`src/rtl/cpu_sequencer.sv`:
```
// Multi-cycle FETCH/DECODE/EXEC/MEM/WB sequencer with illegal-encoding trap and retire counter.
// Optional memory-request watchdog enabled by defining SEQ_MEM_TIMEOUT_EN.
module cpu_sequencer #(
   parameter int TIMEOUT = 16
) (
   input  logic        clk,
   input  logic        rst_n,
   input  logic        run,
   input  logic        imem_ack,
   input  logic        dmem_ack,
   input  logic [4:0]  op,
   input  logic [2:0]  func3,
   output logic        imem_req,
   output logic        dmem_req,
   output logic        ir_we,
   output logic        pc_we,
   output logic        rf_we_en,
   output logic        mem_we_en,
   output logic        ban,
   output logic [2:0]  state,
   output logic        trap,
   output logic [31:0] retired
);

   typedef enum logic [2:0] {
      S_IDLE   = 3'd0,
      S_FETCH  = 3'd1,
      S_DECODE = 3'd2,
      S_EXEC   = 3'd3,
      S_MEM    = 3'd4,
      S_WB     = 3'd5,
      S_UNUSED = 3'd6,
      S_TRAP   = 3'd7
   } state_t;

   localparam logic [4:0] OP_LOAD   = 5'b00000;
   localparam logic [4:0] OP_STORE  = 5'b01000;
   localparam logic [4:0] OP_BRANCH = 5'b11000;

   state_t cur;

   function automatic logic is_legal(input logic [4:0] o, input logic [2:0] f);
      case (o)
         5'b01101, 5'b00101, 5'b00100, 5'b01100, 5'b11011, 5'b11001: return 1'b1;
         OP_BRANCH: return !(f == 3'b010 || f == 3'b011);
         OP_LOAD:   return !(f == 3'b011 || f == 3'b110 || f == 3'b111);
         OP_STORE:  return f < 3'b011;
         default:   return 1'b0;
      endcase
   endfunction

   logic is_mem;
   assign is_mem = (op == OP_LOAD) || (op == OP_STORE);

`ifdef SEQ_MEM_TIMEOUT_EN
   logic [7:0] wcnt;
   logic       expired;
   assign expired = (wcnt == 8'(TIMEOUT - 1));
`else
   // The watchdog limit only matters when the timeout build is selected.
   logic unused_timeout;
   assign unused_timeout = ^TIMEOUT;
`endif

   // NOTE: sequential state uses non-blocking assignments so every register samples pre-edge values.
   always_ff @(posedge clk or negedge rst_n) begin
      if (!rst_n) begin
         cur     <= S_IDLE;
         retired <= '0;
`ifdef SEQ_MEM_TIMEOUT_EN
         wcnt    <= '0;
`endif
      end else begin
         case (cur)
            S_IDLE:   if (run) cur <= S_FETCH;
            S_FETCH: begin
               if (imem_ack) cur <= S_DECODE;
`ifdef SEQ_MEM_TIMEOUT_EN
               else if (expired) cur <= S_TRAP;
`endif
            end
            S_DECODE: cur <= is_legal(op, func3) ? S_EXEC : S_TRAP;
            S_EXEC:   cur <= is_mem ? S_MEM : S_WB;
            S_MEM: begin
               if (dmem_ack) cur <= S_WB;
`ifdef SEQ_MEM_TIMEOUT_EN
               else if (expired) cur <= S_TRAP;
`endif
            end
            S_WB: begin
               cur     <= run ? S_FETCH : S_IDLE;
               retired <= retired + 32'd1;
            end
            S_TRAP:   cur <= S_TRAP;
            default:  cur <= S_IDLE;
         endcase
`ifdef SEQ_MEM_TIMEOUT_EN
         // Any cycle that is not an unacknowledged wait leaves the counter at zero for the next entry.
         if ((cur == S_FETCH && !imem_ack) || (cur == S_MEM && !dmem_ack))
            wcnt <= wcnt + 8'd1;
         else
            wcnt <= '0;
`endif
      end
   end

   // Outputs decode straight from the state register, so reset drops requests immediately.
   assign state     = cur;
   assign imem_req  = (cur == S_FETCH);
   assign ir_we     = (cur == S_FETCH) && imem_ack;
   assign dmem_req  = (cur == S_MEM);
   assign mem_we_en = (cur == S_MEM) && (op == OP_STORE);
   assign pc_we     = (cur == S_WB);
   assign rf_we_en  = (cur == S_WB) && (op != OP_STORE) && (op != OP_BRANCH);
   assign trap      = (cur == S_TRAP);
   assign ban       = (cur == S_IDLE) || (cur == S_FETCH) || (cur == S_TRAP) || (cur == S_UNUSED);

endmodule

```
`config.mk`:
```
export PLATFORM = sky130hd
export DESIGN_NAME = cpu_sequencer
export DESIGN_NICKNAME = d
export VERILOG_FILES = /design/src/rtl/cpu_sequencer.sv
export SDC_FILE = /design/constraint.sdc
export NUM_CORES = 1
export LEC_CHECK = 0
export ABC_AREA = 1
export CORE_ASPECT_RATIO = 1.4
export CORE_MARGIN = 5
export CORE_UTILIZATION = 54
export CTS_CLUSTER_SIZE = 25
export DETAILED_ROUTE_END_ITERATION = 16
export HOLD_SLACK_MARGIN = 0.12
export PLACE_DENSITY = 0.86
export SLEW_MARGIN = 30
export SYNTH_ARGS = -nofsm -noshare
export SYNTH_HDL_FRONTEND = slang
export SYNTH_SLANG_ARGS = --single-unit
export TNS_END_PERCENT = 5
```
`constraint.sdc`:
```
create_clock -name clk -period 3.7 [get_ports clk]
set_clock_uncertainty 0.05 [all_clocks]
set_input_delay 0.37 -clock clk [delete_from_list [all_inputs] [get_ports clk]]
set_output_delay 0.37 -clock clk [all_outputs]
set_load 0.1 [all_outputs]
```
==> out/qor.yml, run 1 <==
syn_area_sq_um: 2300
final_util_pct: 71.5
peakVddDrop_uv: 826
grt.busiest_layer: "met2"
clockBufferDepth: 2
nets: 412
tns_ps: 0
synth_ff_type: "dfrtp_1"
slew_headroom_pct: 34.1
setup_viol: 0
syn_nets: 350
maxCapViolCount: 0
cts_made_buffers: 5
coreArea_sq_um: 4170
gr-total-overflow: 0
synth_top_area_share_pct: 38.1
htree_levels: 2
crit_required_ps: 3280
status: "finished clean"
cts_setup_buffers: 0
gp_congestion: 0.847
synth_common_cells: "nand2_1 (126), nor2_1 (55), inv_1 (37), dfrtp_1 (35), nand3_1 (19)"
rsz0062_at_grt: "no"
post_drt_wl_per_cell_um: 12.6
n_antenna_cell: 0
grt_pass1_vias: 2315
ys_types: 25
die_y_um: 87.2
wl_um: 5580
clk_pin_slew_ps: 70
synth_edf_count: 0
hpwl_um: 4390
drtIter0Drc: 66
syn_avg_cell_area_sq_um: 6.85
dr.pass1.iters: 4
layout_min_cycle_time_ps: 2760
ctsHoldBuffers: 0
max_freq_mhz: 362
portBuffers: 55
synthArstFlopShare_pct: 100
fp.dieArea_sq_um: 5690
clock_sinks: 35
power_density_nw_per_um2: 526
die_x_um: 65.2
antenna_left: 0
clkLatencyLatePin_ps: 290
postCtsResizedCells: 0
initial_utilization_pct: 55.2
rows: 28
cp-start-kind: "flop"
grt_use_met3_pct: 5.81
power.static_leakage_nw: 1.36
worst_setup_path_end_kind: "output port"
yosysTopAreaCell: "dfrtp_1"
max_slew.worst_pin.slew_ps: 986
min_period_over_period_pct: 74.7
crit_fanout: 7
clock-root-buffer: "clkbuf_8"
yosys_warnings: 0
finalPower_w: 0.00157
antenna_found_initial: 0
grt_max_degree: 36
pre_cts_slack_ps: 1260
cts_tree: "done"
seq_area_frac_synth_pct: 38.1
arrival_ps: 2340
area.growth.synth_to_final_pct: 29.6
synthTopCellsByArea: "dfrtp_1 (38%), nand2_1 (21%), nor2_1 (9.0%)"
synth-seq-cells: 35
hp-class: "primary input to asynchronous set/reset pin"
r2r_cells: 9
grt_util_met2_pct: 40.4
grt_use_met1_pct: 22.2
hold_viol: 0
vias_per_cell: 5.14
grt_use_total_pct: 21.9
grt_pass1_wl_um: 9680
final_layout_size_suffix_gt1_share_pct: 7.02
yosysMostFrequentCell: "nand2_1"
vias: 2284
postSynthCellCount: 336
io_pins: 56
drv_slew: 0
drc: 0
post-route-worst-setup-slack_ps: 937
criticalPathCategory: "flop to output port"
## worst paths after layout
check | from | to | slack [ps]
setup / recovery | state[2] | trap | 940
hold / removal | rst_n | state[1] | 440
setup reg to reg | retired[11] | retired[31] | 1980
hold reg to reg | retired[9] | retired[9] | 460
max in group asynchronous | rst_n | retired[14] | 2840
min in group clk | retired[9] | retired[9] | 460
## critical path, stage by stage (launching register included)
cell and delay (ps):
dfrtp_1 510, inv_1 160, nor2_1 210, clkdlybuf4s50_1 1170
## routing by layer
layer | share of wire, % | up-vias | wire [um]
li1 | - | 1170 | -
met3 | 6.1 | 19 | 340
met5 | 0 | - | 0
met2 | 51 | 70 | 2840
met4 | 3.4 | 0 | 190
met1 | 39 | 1025 | 2200
## logic make-up after synthesis
kind of cell    synth area share, %
flops                          38.1
compound gates                0.870
buf+inv                        6.74
simple gates                   46.9
fa+ha+maj                     0.544
xor+xnor                       6.85
## cell type report
type,count,area [sq um]
Sequential cell,35,876
Clock buffer,7,76.3
Inverter,40,150
Tap cell,45,56.3
Timing Repair Buffer,56,548
Multi-Input combinational cell,260,1270
Fill cell,352,1190
Clock inverter,1,5.00
## layout by cell type, fill, tap and decap left out, drive strengths merged
master,n
and2,1
clkbuf,7
ha,1
dfrtp,35
o211ai,1
a21oi,1
nor2,65
nor3,11
clkinv,2
xnor2,6
buf,5
nand4,10
o21a,1
xor2,12
inv,39
clkdlybuf4s50,51
nand3,21
nand2,128
nand3b,2
## registers in the layout, indices dropped and copies added, names as in the netlist
register,count
state,3
retired,32
## power breakdown
part           total [W]  leakage, nW  internal [W]  switching (W)
Clock           0.000270       0.0422      0.000132       0.000138
Sequential      0.000478        0.480      0.000419      0.0000594
Combinational   0.000822        0.842      0.000179       0.000643
Total            0.00157         1.36      0.000730       0.000840
## through the flow
stage	instances	hold slack (ps)	area, sq um
3_3_place_gp	436	452	2900
2_1_floorplan	336	24.4	2300
3_5_place_dp	436	458	2900
5_1_grt	444	472	2980
4_1_cts	444	456	2980
6_report	444	439	2980
No activity file was read; power rests on OpenSTA's default activity.
==> inputs of run 2 (changes only) <==
--- a/config.mk
+++ b/config.mk
@@ -8,11 +8,11 @@
 export ABC_AREA = 1
 export CORE_ASPECT_RATIO = 1.4
 export CORE_MARGIN = 5
-export CORE_UTILIZATION = 54
+export CORE_UTILIZATION = 45
 export CTS_CLUSTER_SIZE = 25
 export DETAILED_ROUTE_END_ITERATION = 16
 export HOLD_SLACK_MARGIN = 0.12
-export PLACE_DENSITY = 0.86
+export PLACE_DENSITY = 0.77
 export SLEW_MARGIN = 30
 export SYNTH_ARGS = -nofsm -noshare
 export SYNTH_HDL_FRONTEND = slang
==> constraint.sdc (replaced) <==
create_clock -name clk -period 2.4 [get_ports clk]
set_clock_uncertainty 0.05 [all_clocks]
set_input_delay 0.24 -clock clk [delete_from_list [all_inputs] [get_ports clk]]
set_output_delay 0.24 -clock clk [all_outputs]
set_load 0.1 [all_outputs]
==> out/qor.yml, run 2 (synthesis gave the netlist of run 1 again) <==
r2r_cells: 7
final_layout_size_suffix_gt1_share_pct: 18.3
grt_use_met1_pct: 19.9
gp_congestion: 0.861
portBuffers: 55
min_period_over_period_pct: 84.5
power.internal_w: 0.00113
dr.pass1.iters: 4
crit_chain: "nand3_4 > clkinv_1 > buf_12"
p_seq_share_pct: 30.6
hold_viol: 0
max_freq_mhz: 493
crit_required_ps: 2110
rows: 30
die_y_um: 94.6
clock-root-buffer: "clkbuf_8"
wl_um: 5530
grt.busiest_layer: "met2"
grt_use_total_pct: 17.6
numPlacedInstances: 455
arrival_ps: 1740
clockPowerShare_pct: 16.8
finalNonFillerCells: 463
cts_setup_buffers: 0
grt_pass1_wl_um: 9530
drc: 0
cts_tree: "done"
postCtsResizedCells: 0
coreArea_sq_um: 4920
slowest_stage: "dfrtp_1"
drv_slew: 0
clk_pin_slew_ps: 70
htree_levels: 2
clock_sinks: 35
power_frac_comb_pct: 52.6
final_common_cell: "nand2_1"
clkLatencyLatePin_ps: 290
grt_use_met3_pct: 2.88
hpwl_um: 4360
n_antenna_cell: 0
final_cell_mix: "nand2_1 (126), nor2_1 (51), buf_4 (41)"
slew_headroom_pct: 70.7
ctsHoldBuffers: 0
drtIter0Drc: 92
switchingPower_w: 0.00132
criticalPathCategory: "flop to output port"
rsz0062_at_grt: "no"
peakVddDrop_uv: 1410
maxCapViolCount: 0
power.static_leakage_nw: 1.45
layout_min_cycle_time_ps: 2030
nets: 412
worst-path-buf-inv: 2
largest_register_ffs: 32
top_register: "retired"
worst_setup_path_end_kind: "output port"
gr-total-overflow: 0
hp-class: "primary input to asynchronous set/reset pin"
grt_util_met2_pct: 31.7
slowest_delay_ps: 510
antenna_left: 0
fp.dieArea_sq_um: 6660
swShare_pct: 53.8
cp-start-kind: "flop"
initial_utilization_pct: 46.8
grt_max_degree: 36
crit_cells: 3
die_x_um: 70.4
final_util_pct: 60.4
post_drt_wl_per_cell_um: 11.9
antenna_found_initial: 0
area.growth.synth_to_final_pct: 29.0
max_slew.worst_pin.slew_ps: 439
crit_fanout: 16
io_pins: 56
vias_per_cell: 4.90
vias: 2269
critical_path.top_delay_family: "buffers and inverters"
power_density_nw_per_um2: 825
grt_pass1_vias: 2185
cts_made_buffers: 5
tns_ps: 0
setup_viol: 0
clockBufferDepth: 2
status: "finished clean"
==> run 2: cell count changes in the layout (fill, tap and decap cells not counted), sizes merged <==
cell / before / now
buf: 5 / 44
clkdlybuf4s50: 51 / 12
==> run 2: power by group through the flow <==
stage / clock (W) / sequential (W) / combinational (W)
floorplan: 0 / 0.00113 / 0.000623
global placement: 0 / 0.000758 / 0.00129
detailed placement: 0 / 0.000759 / 0.00129
CTS: 0.000421 / 0.000750 / 0.00129
global route: 0.000437 / 0.000762 / 0.00135
finish: 0.000411 / 0.000750 / 0.00129
==> run 2: final cells by class <==
class / instances / area (sq um)
Fill cell: 478 / 1950
Multi-Input combinational cell: 260 / 1290
Sequential cell: 35 / 876
Timing Repair Buffer: 56 / 488
Inverter: 40 / 150
Tap cell: 64 / 80.1
Clock buffer: 7 / 76.3
Clock inverter: 1 / 5.00
==> run 2: per-stage QoR <==
step                setup WS, ps  power [W]  instance area [sq um]  hold slack (ps)
finish                       372    0.00245                   2970              298
CTS                          351    0.00247                   2970              319
global placement             691    0.00204                   2890              455
detailed placement           659    0.00205                   2890              460
global route                 259    0.00255                   2970              368
floorplan                   -330    0.00175                   2320             -106
==> run 2: final timing paths <==
| check | from | end | slack [ps] |
|---|---|---|---|
| max | state[2] | pc_we | 370 |
| min | rst_n | retired[6] | 300 |
| max reg2reg | state[2] | retired[21] | 650 |
| min reg2reg | retired[14] | retired[14] | 470 |
| max in group asynchronous | rst_n | retired[4] | 1670 |
| min in group clk | retired[14] | retired[14] | 470 |
==> run 2: worst register-to-register path, stage by stage, from the launching register on <==
cell	delay (ps)
dfrtp_1	570
nand3_4	310
nor2_8	240
nand3_4	110
nor2_4	170
nand3_1	90
nand2_1	70
inv_1	30
==> run 2: layer usage <==
| metal | wire, um | up-vias |
|---|---|---|
| met5 | 0 | - |
| met4 | 194 | 0 |
| met3 | 262 | 15 |
| met2 | 2740 | 58 |
| met1 | 2330 | 1033 |
| li1 | - | 1163 |
==> inputs of run 3 (changes only) <==
--- a/config.mk
+++ b/config.mk
@@ -8,11 +8,11 @@
 export ABC_AREA = 1
 export CORE_ASPECT_RATIO = 1.4
 export CORE_MARGIN = 5
-export CORE_UTILIZATION = 45
+export CORE_UTILIZATION = 50
 export CTS_CLUSTER_SIZE = 25
 export DETAILED_ROUTE_END_ITERATION = 16
 export HOLD_SLACK_MARGIN = 0.12
-export PLACE_DENSITY = 0.77
+export PLACE_DENSITY = 0.81
 export SLEW_MARGIN = 30
 export SYNTH_ARGS = -nofsm -noshare
 export SYNTH_HDL_FRONTEND = slang
==> constraint.sdc (replaced) <==
create_clock -name clk -period 2 [get_ports clk]
set_clock_uncertainty 0.05 [all_clocks]
set_input_delay 0.2 -clock clk [delete_from_list [all_inputs] [get_ports clk]]
set_output_delay 0.2 -clock clk [all_outputs]
set_load 0.1 [all_outputs]
==> out/qor.yml, run 3 (synthesis gave the netlist of run 1 again) <==
power.internal_w: 0.00162
largest_register_ffs: 32
status: "finished clean"
die_x_um: 67.3
clockBufferDepth: 2
worst-path-buf-inv: 4
grt_use_total_pct: 21.4
drv_slew: 0
p_seq_share_pct: 27.8
whs_ps: 260
fp.dieArea_sq_um: 6080
post_drt_wl_per_cell_um: 12.5
final_cell_mix: "nand2_1 (126), nor2_1 (51), buf_4 (39)"
criticalPathCategory: "flop to output port"
max_freq_mhz: 533
cts_tree: "done"
ctsHoldBuffers: 0
postCtsResizedCells: 0
clockPowerShare_pct: 19.7
rsz0062_at_grt: "no"
antenna_found_initial: 0
slowest_stage: "dfrtp_2"
grt_max_degree: 36
setup_viol: 0
coreArea_sq_um: 4500
htree_levels: 2
hp-class: "primary input to asynchronous set/reset pin"
drtIter0Drc: 74
power_frac_comb_pct: 52.5
hold_viol: 0
final_layout_size_suffix_gt1_share_pct: 21.4
fill_cells: 407
portBuffers: 55
clkLatencyLatePin_ps: 300
clk_pin_slew_ps: 80
dr.pass1.iters: 4
power_density_nw_per_um2: 1050
switchingPower_w: 0.00166
max_slew.worst_pin.slew_ps: 491
r2r_slack_ps: 390
n_antenna_cell: 0
cts_made_buffers: 5
r2r_cells: 9
cp-start-kind: "flop"
seq_area_sq_um: 885
wl_um: 5800
drc: 0
peakVddDrop_uv: 540
critical_path.top_delay_family: "buffers and inverters"
multi_input_area_sq_um: 1320
final_common_cell: "nand2_1"
grt_pass1_vias: 2338
initial_utilization_pct: 51.1
vias: 2313
hpwl_um: 4640
maxCapViolCount: 0
tns_ps: 0
crit_required_ps: 1750
gr-total-overflow: 0
gp_congestion: 0.865
arrival_ps: 1630
swShare_pct: 50.6
r2r_end: "retired[30]"
cts_setup_buffers: 0
slew_headroom_pct: 67.0
io_pins: 56
area.growth.synth_to_final_pct: 35.5
r2r-start: "retired[15]"
vias_per_cell: 4.98
clock_sinks: 35
antenna_left: 0
crit_chain: "inv_2 > nand3_4 > buf_4 > clkinv_2 > buf_12"
worst_setup_path_end_kind: "output port"
min_period_over_period_pct: 93.9
crit_fanout: 12
rows: 29
nets: 415
power.static_leakage_nw: 1.50
slowest_delay_ps: 450
clock-root-buffer: "clkbuf_8"
grt_pass1_wl_um: 10200
die_y_um: 90.3
top_register: "retired"
layout_min_cycle_time_ps: 1880
==> run 3: metrics by stage <==
| step | total power [W] | instance area (sq um) | utilization, % | std cells | worst slack, ps |
|---|---|---|---|---|---|
| CTS | 0.00330 | 3120 | 69.3 | 464 | 103 |
| finish | 0.00328 | 3120 | 69.3 | 464 | 123 |
| floorplan | 0.00215 | 2360 | - | 336 | -124 |
| global placement | 0.00264 | 3010 | 66.8 | 456 | 314 |
| detailed placement | 0.00266 | 3010 | 66.8 | 456 | 272 |
| global route | 0.00342 | 3120 | 69.3 | 464 | 23.3 |
==> run 3: layer usage <==
metal  global-route usage [%]  wire (um)  vias up  share of wire [%]
met5                        0          0        -                  0
met4                     7.45        109        0                1.9
met3                     4.61        244       10                4.2
met2                     39.0       3220       49                 56
met1                     23.3       2230     1085                 38
li1                         -          -     1169                  -
==> run 3: cell type report <==
| type | instances | area share, % |
|---|---|---|
| multi-input cells | 260 | 42.3 |
| inverters | 40 | 4.86 |
| well taps | 62 | 2.49 |
| flip-flops and latches | 35 | 28.4 |
| clock inverters | 3 | 1.40 |
| clock buffers | 5 | 2.21 |
| repair buffers | 59 | 18.4 |
==> run 3: worst max-delay path by stage <==
stage	start	cells after the start	slack, ps	to
after CTS	state[1]	5	100	pc_we
after floorplan	retired[4]	9	-120	retired[28]
after global placement	op[2]	7	310	mem_we_en
final	state[1]	5	120	pc_we
after detailed placement	op[1]	7	270	mem_we_en
after global routing	state[1]	5	20	pc_we
==> run 3: power groups by stage <==
| stage | Sequential (W) | Combinational, W | Clock [W] |
|---|---|---|---|
| final | 0.000912 | 0.00172 | 0.000647 |
| after global routing | 0.000926 | 0.00180 | 0.000695 |
| after CTS | 0.000911 | 0.00174 | 0.000656 |
| after detailed placement | 0.000926 | 0.00173 | 0 |
| after global placement | 0.000923 | 0.00172 | 0 |
| after floorplan | 0.00137 | 0.000777 | 0 |
